File: config.mk
export PLATFORM = sky130hd
export DESIGN_NAME = alu32_seq_flat
export DESIGN_NICKNAME = d
export VERILOG_FILES = /design/src/rtl/alu32_seq_if.sv /design/src/rtl/alu32_seq.sv /design/src/flat_wrapper.sv
export SDC_FILE = /design/constraint.sdc
export NUM_CORES = 1
export LEC_CHECK = 0
export ABC_AREA = 1
export CORE_MARGIN = 4
export CORE_UTILIZATION = 63
export DETAILED_ROUTE_END_ITERATION = 8
export PLACE_DENSITY = 0.9
export SLEW_MARGIN = 15
export SYNTH_ARGS = -nofsm -noshare
export SYNTH_HDL_FRONTEND = slang
export SYNTH_SLANG_ARGS = --single-unit
File: constraint.sdc
create_clock -name clk -period 2.5 [get_ports clk]
set_clock_uncertainty 0.15 [all_clocks]
set_input_delay 0.75 -clock clk [delete_from_list [all_inputs] [get_ports clk]]
set_output_delay 0.75 -clock clk [all_outputs]
set_load 0.05 [all_outputs]
File: src/rtl/alu32_seq_if.sv
// Request/response bundle for alu32_seq: operation request in, registered result and status out.
interface alu32_seq_if;
  logic        start;
  logic [3:0]  aluop;
  logic [31:0] a;
  logic [31:0] b;
  logic [31:0] result;
  logic        zero;
  logic        busy;
  logic        done;

  modport master (
    output start, aluop, a, b,
    input  result, zero, busy, done
  );

  modport slave (
    input  start, aluop, a, b,
    output result, zero, busy, done
  );
endinterface

File: src/rtl/alu32_seq.sv
// 32-bit ALU: single-cycle logic/arith ops plus an optional 32-cycle shift-add multiply.
// Multiply is built only when ALU32_SEQ_MUL_EN is defined; otherwise aluop 1000 is undefined.
module alu32_seq (
  input  logic       clk,
  input  logic       rst_n,
  alu32_seq_if.slave bus
);

  localparam logic [3:0] OpAnd = 4'b0000;
  localparam logic [3:0] OpOr  = 4'b0001;
  localparam logic [3:0] OpAdd = 4'b0010;
  localparam logic [3:0] OpSub = 4'b0110;
  localparam logic [3:0] OpSlt = 4'b0111;

  logic [31:0] result_q, result_d;
  logic        zero_q, zero_d;
  logic        done_q, done_d;
  logic [31:0] alu_res;

`ifdef ALU32_SEQ_MUL_EN
  localparam logic [3:0] OpMul = 4'b1000;

  typedef enum logic [0:0] {StIdle, StMul} state_e;

  state_e      state_q, state_d;
  logic [4:0]  cnt_q, cnt_d;
  logic [31:0] acc_q, acc_d;
  logic [31:0] mcand_q, mcand_d;
  logic [31:0] mplier_q, mplier_d;
  logic [31:0] acc_sum;

  assign acc_sum = acc_q + (mplier_q[0] ? mcand_q : 32'd0);
`endif

  // Undefined opcodes (and MUL, which never goes through this path) yield zero.
  always_comb begin
    alu_res = 32'd0;
    case (bus.aluop)
      OpAnd:   alu_res = bus.a & bus.b;
      OpOr:    alu_res = bus.a | bus.b;
      OpAdd:   alu_res = bus.a + bus.b;
      OpSub:   alu_res = bus.a - bus.b;
      OpSlt:   alu_res = ($signed(bus.a) < $signed(bus.b)) ? 32'd1 : 32'd0;
      default: alu_res = 32'd0;
    endcase
  end

  always_comb begin
    result_d = result_q;
    zero_d   = zero_q;
    done_d   = 1'b0;
`ifdef ALU32_SEQ_MUL_EN
    state_d  = state_q;
    cnt_d    = cnt_q;
    acc_d    = acc_q;
    mcand_d  = mcand_q;
    mplier_d = mplier_q;
    if (state_q == StMul) begin
      acc_d    = acc_sum;
      mcand_d  = mcand_q << 1;
      mplier_d = mplier_q >> 1;
      cnt_d    = cnt_q + 5'd1;
      if (cnt_q == 5'd31) begin
        result_d = acc_sum;
        zero_d   = (acc_sum == 32'd0);
        done_d   = 1'b1;
        state_d  = StIdle;
      end
    end else
`endif
    if (bus.start) begin
`ifdef ALU32_SEQ_MUL_EN
      if (bus.aluop == OpMul) begin
        mcand_d  = bus.a;
        mplier_d = bus.b;
        acc_d    = 32'd0;
        cnt_d    = 5'd0;
        state_d  = StMul;
      end else
`endif
      begin
        result_d = alu_res;
        zero_d   = (alu_res == 32'd0);
        done_d   = 1'b1;
      end
    end
  end

  always_ff @(posedge clk or negedge rst_n) begin
    if (!rst_n) begin
      result_q <= 32'd0;
      zero_q   <= 1'b1;
      done_q   <= 1'b0;
`ifdef ALU32_SEQ_MUL_EN
      state_q  <= StIdle;
      cnt_q    <= 5'd0;
      acc_q    <= 32'd0;
      mcand_q  <= 32'd0;
      mplier_q <= 32'd0;
`endif
    end else begin
      result_q <= result_d;
      zero_q   <= zero_d;
      done_q   <= done_d;
`ifdef ALU32_SEQ_MUL_EN
      state_q  <= state_d;
      cnt_q    <= cnt_d;
      acc_q    <= acc_d;
      mcand_q  <= mcand_d;
      mplier_q <= mplier_d;
`endif
    end
  end

  assign bus.result = result_q;
  assign bus.zero   = zero_q;
  assign bus.done   = done_q;
`ifdef ALU32_SEQ_MUL_EN
  assign bus.busy   = (state_q == StMul);
`else
  assign bus.busy   = 1'b0;
`endif

endmodule
File: src/flat_wrapper.sv
// flat-port wrapper written by rule: the top's interface ports become plain ports
module alu32_seq_flat 
  (clk, rst_n, bus_start, bus_aluop, bus_a, bus_b, bus_result, bus_zero, bus_busy, bus_done);
  alu32_seq_if bus_i ();
  input  logic clk;
  input  logic rst_n;
  input wire logic [$bits(bus_i.start)-1:0] bus_start;
  input wire logic [$bits(bus_i.aluop)-1:0] bus_aluop;
  input wire logic [$bits(bus_i.a)-1:0] bus_a;
  input wire logic [$bits(bus_i.b)-1:0] bus_b;
  output wire logic [$bits(bus_i.result)-1:0] bus_result;
  output wire logic [$bits(bus_i.zero)-1:0] bus_zero;
  output wire logic [$bits(bus_i.busy)-1:0] bus_busy;
  output wire logic [$bits(bus_i.done)-1:0] bus_done;
  assign bus_i.start = bus_start;
  assign bus_i.aluop = bus_aluop;
  assign bus_i.a = bus_a;
  assign bus_i.b = bus_b;
  assign bus_result = bus_i.result;
  assign bus_zero = bus_i.zero;
  assign bus_busy = bus_i.busy;
  assign bus_done = bus_i.done;
  alu32_seq u_core (.clk(clk), .rst_n(rst_n), .bus(bus_i));
endmodule
==> impl_results.html, run 1 <==
<table>
<tr><th>Metric</th><th>Value</th></tr>
<tr><th colspan="2">Outcome</th></tr>
<tr><td>Run status</td><td>did not finish</td></tr>
<tr><td>Failed at</td><td>4_1_cts</td></tr>
<tr><td>First reported error</td><td>[ERROR DPL-0038] Utilization greater than 100%, impossible to legalize</td></tr>
<tr><th colspan="2">Synthesis</th></tr>
<tr><td>Share of flip-flops with an asynchronous set or reset after synthesis</td><td>100%</td></tr>
<tr><td>Cell types with the largest area share after synthesis</td><td>sky130_fd_sc_hd__nand2_1 22%, sky130_fd_sc_hd__ha_1 15%, sky130_fd_sc_hd__inv_1 14%</td></tr>
<tr><td>Share of the synthesized area in the top cell type</td><td>22.2%</td></tr>
<tr><td>Main combinational cell family by area after synthesis</td><td>simple AND/OR/NAND/NOR gates</td></tr>
<tr><td>Fraction of the mapped netlist area in compound gates</td><td>10.0%</td></tr>
<tr><td>Xor and xnor fraction of the mapped netlist area</td><td>0%</td></tr>
<tr><td>Number of nets in the synthesized netlist</td><td>1616</td></tr>
<tr><td>Area fraction in and, or, nand and nor cells after synthesis</td><td>44.9%</td></tr>
<tr><td>Area of the mapped netlist</td><td>0.00793 sq mm</td></tr>
<tr><td>Ys flop type</td><td>sky130_fd_sc_hd__dfrtp_1</td></tr>
<tr><td>Count of unique library cells instantiated by Yosys</td><td>36</td></tr>
<tr><td>Count of synthesis-stage warnings from yosys</td><td>0</td></tr>
<tr><td>Post-synth EDFFs</td><td>0</td></tr>
<tr><td>Top post-synthesis cells by count</td><td>469 x sky130_fd_sc_hd__nand2_1, 295 x sky130_fd_sc_hd__inv_1, 123 x sky130_fd_sc_hd__nand3_1</td></tr>
<tr><td>Cell count after synthesis</td><td>1445</td></tr>
<tr><td>Multiplexer area fraction after synthesis</td><td>0%</td></tr>
<tr><td>Leading area contributor after synthesis</td><td>sky130_fd_sc_hd__nand2_1</td></tr>
<tr><td>Number of synthesized register bits</td><td>34</td></tr>
<tr><td>Sequential share of the synthesized area</td><td>10.7%</td></tr>
<tr><td>Adder-Cell Fraction of Synth Area</td><td>16.0%</td></tr>
<tr><td>Mapped Avg Cell Area</td><td>5.49 sq um</td></tr>
<tr><td>Count leader, synth</td><td>sky130_fd_sc_hd__nand2_1</td></tr>
<tr><th colspan="2">Placed design</th></tr>
<tr><td>Port-buffer cells</td><td>104</td></tr>
<tr><td>Final estimated routing congestion in global placement</td><td>1.15</td></tr>
<tr><td>HPWL reported at the end of detailed placement</td><td>28900 um</td></tr>
<tr><th colspan="2">Die</th></tr>
<tr><td>Die Span X</td><td>120 um</td></tr>
<tr><td>Die Height</td><td>120 um</td></tr>
<tr><td>Number of placement rows</td><td>40</td></tr>
<tr><td>Number of placed I/O pins</td><td>106</td></tr>
<tr><td>Initial core utilization</td><td>65.2%</td></tr>
<tr><th colspan="2">CTS</th></tr>
<tr><td>Clk sinks</td><td>34</td></tr>
<tr><td>Count of hold-fix buffers inserted at cts</td><td>0</td></tr>
<tr><td>Clk Tree Root Cell</td><td>sky130_fd_sc_hd__clkbuf_16</td></tr>
<tr><td>Number of instances resized during post-cts repair</td><td>942</td></tr>
<tr><td># Post-CTS Setup Buffers</td><td>114</td></tr>
<tr><td>Bufs on Longest Clock Path</td><td>2</td></tr>
<tr><td>H-tree level count</td><td>2</td></tr>
<tr><td>Cts bufs inserted</td><td>5</td></tr>
</table>
## kinds of logic after synthesis
kind of cell	after synthesis
and+or+nand+nor	818
adders and majority gates	100
AOI/OAI and AO/OA	141
DFF	34
buffers and inverters	351
other	1
## per-stage QoR
| step | instance area [sq um] | TNS [ps] | utilization [%] | setup slack, ps | cells |
|---|---|---|---|---|---|
| after global placement | 11200 | -24310 | 92.2 | -1040 | 1951 |
| after floorplan | 8050 | -112 | - | -112 | 1445 |
| after detailed placement | 11200 | -29610 | 92.2 | -1220 | 1951 |
==> inputs of run 2 (changes only) <==
Settings changed: CORE_UTILIZATION 63 to 40, PLACE_DENSITY 0.9 to default, PLACE_DENSITY_LB_ADDON from default to 0.15.
==> impl_results.html, run 2 <==
<table>
<tr><th>Metric</th><th>Value</th></tr>
<tr><th colspan="2">Outcome</th></tr>
<tr><td>Run status</td><td>complete, but fails checks</td></tr>
<tr><td>Violations in the final reports</td><td>setup timing</td></tr>
<tr><th colspan="2">CTS</th></tr>
<tr><td>TritonCTS clock tree</td><td>yes</td></tr>
<tr><td>Cts bufs inserted</td><td>5</td></tr>
<tr><td>Clk sinks</td><td>34</td></tr>
<tr><td>Bufs on Longest Clock Path</td><td>2</td></tr>
<tr><td>Clock latency on the worst-skew pair</td><td>270 ps</td></tr>
<tr><td>Clock slew at reported path FFs</td><td>50 ps</td></tr>
<tr><td>Count of hold-fix buffers inserted at cts</td><td>0</td></tr>
<tr><td>Clk Tree Root Cell</td><td>sky130_fd_sc_hd__clkbuf_16</td></tr>
<tr><td>H-tree level count</td><td>2</td></tr>
<tr><th colspan="2">Power and ir drop</th></tr>
<tr><td>Total power consumption of the routed design</td><td>0.00474 W</td></tr>
<tr><td>Power per cell area</td><td>305 mW/mm^2</td></tr>
<tr><td>Worst supply voltage drop on vdd</td><td>0.317 mV</td></tr>
<tr><td>Static power due to leakage</td><td>8.10 nW</td></tr>
<tr><th colspan="2">Timing</th></tr>
<tr><td>Final Cycle Share</td><td>117%</td></tr>
<tr><td>Hold slack</td><td>316 ps</td></tr>
<tr><td>Worst max-slew margin expressed relative to the limit</td><td>64.9%</td></tr>
<tr><td>Clock period minus final worst setup slack</td><td>2920 ps</td></tr>
<tr><td>Final hold violation count</td><td>0</td></tr>
<tr><td>Setup WS post-layout</td><td>-424 ps</td></tr>
<tr><td>Summed negative setup slack over all endpoints</td><td>-2890 ps</td></tr>
<tr><td>Number of endpoints failing setup at the final stage</td><td>25</td></tr>
<tr><td>RSZ-0062 raised after global routing</td><td>true</td></tr>
<tr><td>Maximum frequency from static timing analysis</td><td>342 MHz</td></tr>
<tr><td>Tightest Pin Transition</td><td>525 ps</td></tr>
<tr><td>Max-slew violation count</td><td>0</td></tr>
<tr><th colspan="2">Die</th></tr>
<tr><td>Die Height</td><td>149 um</td></tr>
<tr><td>Number of placement rows</td><td>51</td></tr>
<tr><td>Core area</td><td>0.0195 sq mm</td></tr>
<tr><td>Area of the die</td><td>0.0221 sq mm</td></tr>
<tr><td>Die Span X</td><td>149 um</td></tr>
<tr><td>Initial core utilization</td><td>40.8%</td></tr>
<tr><td>Number of placed I/O pins</td><td>106</td></tr>
<tr><th colspan="2">Global routing</th></tr>
<tr><td>Aggregate global-route resource usage</td><td>30.9%</td></tr>
<tr><td>Wire length of the first global-routing pass</td><td>54500 um</td></tr>
<tr><td>Total congestion overflow</td><td>0</td></tr>
<tr><td>Initial antenna violation count</td><td>1</td></tr>
<tr><td>Pin count of the biggest net entering global routing</td><td>47</td></tr>
<tr><td>Number of global-route vias before repair</td><td>11.0k</td></tr>
<tr><th colspan="2">Synthesis</th></tr>
<tr><td>Ys flop type</td><td>sky130_fd_sc_hd__dfrtp_1</td></tr>
<tr><td>Count of synthesis-stage warnings from yosys</td><td>0</td></tr>
<tr><td>Number of synthesized register bits</td><td>34</td></tr>
<tr><td>Count leader, synth</td><td>sky130_fd_sc_hd__nand2_1</td></tr>
<tr><td>Leading area contributor after synthesis</td><td>sky130_fd_sc_hd__nand2_1</td></tr>
<tr><td>Share of the synthesized area in the top cell type</td><td>22.2%</td></tr>
<tr><td>Cell count after synthesis</td><td>1445</td></tr>
<tr><td>Cell types with the largest area share after synthesis</td><td>sky130_fd_sc_hd__nand2_1 22%, sky130_fd_sc_hd__ha_1 15%, sky130_fd_sc_hd__inv_1 14%</td></tr>
<tr><td>Number of nets in the synthesized netlist</td><td>1616</td></tr>
<tr><td>Sequential share of the synthesized area</td><td>10.7%</td></tr>
<tr><td>Area of the mapped netlist</td><td>0.00793 sq mm</td></tr>
<tr><td>Top post-synthesis cells by count</td><td>469 x sky130_fd_sc_hd__nand2_1, 295 x sky130_fd_sc_hd__inv_1, 123 x sky130_fd_sc_hd__nand3_1</td></tr>
<tr><td>Count of unique library cells instantiated by Yosys</td><td>36</td></tr>
<tr><td>Share of flip-flops with an asynchronous set or reset after synthesis</td><td>100%</td></tr>
<tr><td>Post-synth EDFFs</td><td>0</td></tr>
<tr><td>Mapped Avg Cell Area</td><td>5.49 sq um</td></tr>
<tr><th colspan="2">Drt</th></tr>
<tr><td>Number of iterations in the first detailed-routing pass</td><td>5</td></tr>
<tr><td>Iteration-0 DRC Markers</td><td>780</td></tr>
<tr><td>Detailed Route WL</td><td>37000 um</td></tr>
<tr><td>DR DRC count</td><td>0</td></tr>
<tr><td>Post-Route M1 WL</td><td>15400 um</td></tr>
<tr><td>Topmost layer with routed signal wires</td><td>met5</td></tr>
<tr><td>Met2 Routed Length</td><td>17900 um</td></tr>
<tr><td>Routed vias/inst</td><td>5.06</td></tr>
<tr><td>Final ANT Viol Nets</td><td>0</td></tr>
<tr><td>Routed len/inst</td><td>16.8 um</td></tr>
<tr><td>Via Count</td><td>11.2k</td></tr>
<tr><td>Routed length on met3</td><td>2320 um</td></tr>
<tr><th colspan="2">Placed design</th></tr>
<tr><td>Port-buffer cells</td><td>104</td></tr>
<tr><td>Dpl ws</td><td>-1220 ps</td></tr>
<tr><td>HPWL reported at the end of detailed placement</td><td>27900 um</td></tr>
<tr><td>Final estimated routing congestion in global placement</td><td>0.970</td></tr>
<tr><th colspan="2">Critical path</th></tr>
<tr><td>Element type at the critical path end</td><td>register</td></tr>
<tr><td>Number of cells traversed by the worst register-to-register path</td><td>2</td></tr>
<tr><td>Worst EP required</td><td>2570 ps</td></tr>
<tr><td>Kind of start point of the critical path</td><td>input port</td></tr>
<tr><td>Critical path start-end classification</td><td>input port to register</td></tr>
<tr><td>Arrival time reported for the critical path endpoint</td><td>2990 ps</td></tr>
<tr><td>Largest fanout on the critical path</td><td>4</td></tr>
<tr><th colspan="2">Layout</th></tr>
<tr><td>Layout overhead on the synthesized area</td><td>95.5%</td></tr>
<tr><td>Fillers</td><td>1405</td></tr>
<tr><td>Most common cell after layout, fill and taps aside</td><td>sky130_fd_sc_hd__buf_4</td></tr>
<tr><td>Fraction of final layout cells sized beyond drive strength 1</td><td>57.4%</td></tr>
<tr><td>Most frequent cells in the layout</td><td>342 x sky130_fd_sc_hd__buf_4, 293 x sky130_fd_sc_hd__nand2_1, 174 x sky130_fd_sc_hd__inv_1, 129 x sky130_fd_sc_hd__nand2_2, 105 x sky130_fd_sc_hd__inv_2</td></tr>
<tr><td>Net total in the final layout</td><td>2112</td></tr>
<tr><td>Largest register FFs</td><td>32</td></tr>
<tr><td>Antenna diode instance count</td><td>0</td></tr>
<tr><th colspan="2">Hold path</th></tr>
<tr><td>Number of cells on the worst hold path</td><td>2</td></tr>
<tr><td>Worst hold-check path type</td><td>register to register</td></tr>
<tr><th colspan="2">Run</th></tr>
<tr><td>Max-capacitance violation count</td><td>0</td></tr>
</table>
-- run 2: critical path, cell delays in order --
cell and delay (ps):
sky130_fd_sc_hd__buf_12 90, sky130_fd_sc_hd__buf_6 90, sky130_fd_sc_hd__ha_4 140, sky130_fd_sc_hd__inv_4 40
sky130_fd_sc_hd__fa_2 360, sky130_fd_sc_hd__inv_2 100, sky130_fd_sc_hd__nand3_4 80, sky130_fd_sc_hd__nand3_4 120
sky130_fd_sc_hd__nand2_2 80, sky130_fd_sc_hd__nand2_2 90, sky130_fd_sc_hd__buf_4 110, sky130_fd_sc_hd__nand2_1 50
sky130_fd_sc_hd__nand3_1 100, sky130_fd_sc_hd__nand3b_1 130, sky130_fd_sc_hd__nor2_1 120, sky130_fd_sc_hd__nand2_1 70
sky130_fd_sc_hd__nor2_1 130, sky130_fd_sc_hd__nand4_1 130, sky130_fd_sc_hd__nor2_1 100, sky130_fd_sc_hd__nand2_1 60
sky130_fd_sc_hd__nand2_1 50
-- run 2: cell families (layout without fill, tap and decap cells) --
group	after synthesis	in the layout	synth area share, %
buffers and inverters	351	848	18.4
other	1	1	0.0473
flip-flops	34	34	10.7
adder cells (fa/ha/maj)	100	100	16.0
AO/OA/AOI/OAI	141	141	10.0
AND/OR/NAND/NOR	818	818	44.9
-- run 2: what timing repair did --
action / in CTS / in global routing
resized for setup: 844 / 281
setup buffers: 69 / 44
endpoints found under the setup margin: 33 / 30
pin swaps: 263 / 175
-- run 2: worst paths after layout --
check	slack [ps]	endpoint	start
worst min register to register	320	u_core.bus.result[7]$_DFFE_PN0P_	u_core.bus.result[7]$_DFFE_PN0P_
worst max register to register	1630	u_core.bus.zero$_DFFE_PN1P_	u_core.bus.zero$_DFFE_PN1P_
min in group asynchronous	740	u_core.bus.result[3]$_DFFE_PN0P_	rst_n
worst max-delay path	-420	u_core.bus.zero$_DFFE_PN1P_	bus_a[0]
worst min-delay path	320	u_core.bus.result[7]$_DFFE_PN0P_	u_core.bus.result[7]$_DFFE_PN0P_
max in group asynchronous	1130	u_core.bus.zero$_DFFE_PN1P_	rst_n
-- run 2: per-stage QoR --
stage               utilization (%)  cell area, sq um  cells
floorplan                         -              8050   1445
global placement               60.2             11700   2107
detailed placement             60.2             11700   2107
CTS                            73.7             14300   2177
global route                   79.7             15500   2207
finish                         79.7             15500   2207
-- run 2: report_power, final --
group | total, W | internal (W) | switching, W
Clock | 0.000573 | 0.000365 | 0.000209
Combinational | 0.00354 | 0.00158 | 0.00196
Sequential | 0.000623 | 0.000598 | 0.0000245
-- run 2: final cells by class --
cell class / instances / area [sq um] / share of cell area [%]
Clock buffer: 6 / 129 / 0.831
Timing Repair Buffer: 531 / 4600 / 29.7
Sequential cell: 34 / 852 / 5.50
Tap cell: 265 / 332 / 2.14
Multi-Input combinational cell: 1060 / 8320 / 53.7
Clock inverter: 2 / 10.0 / 0.0646
Inverter: 309 / 1260 / 8.12
-- run 2: layer usage --
metal / GRT usage, % / vias to the layer above
li1: - / 5437
met2: 55.0 / 390
met3: 3.80 / 118
met5: 0 / -
met4: 7.73 / 2
met1: 39.7 / 5215
Note: power is estimated with default switching activity, not from simulation.
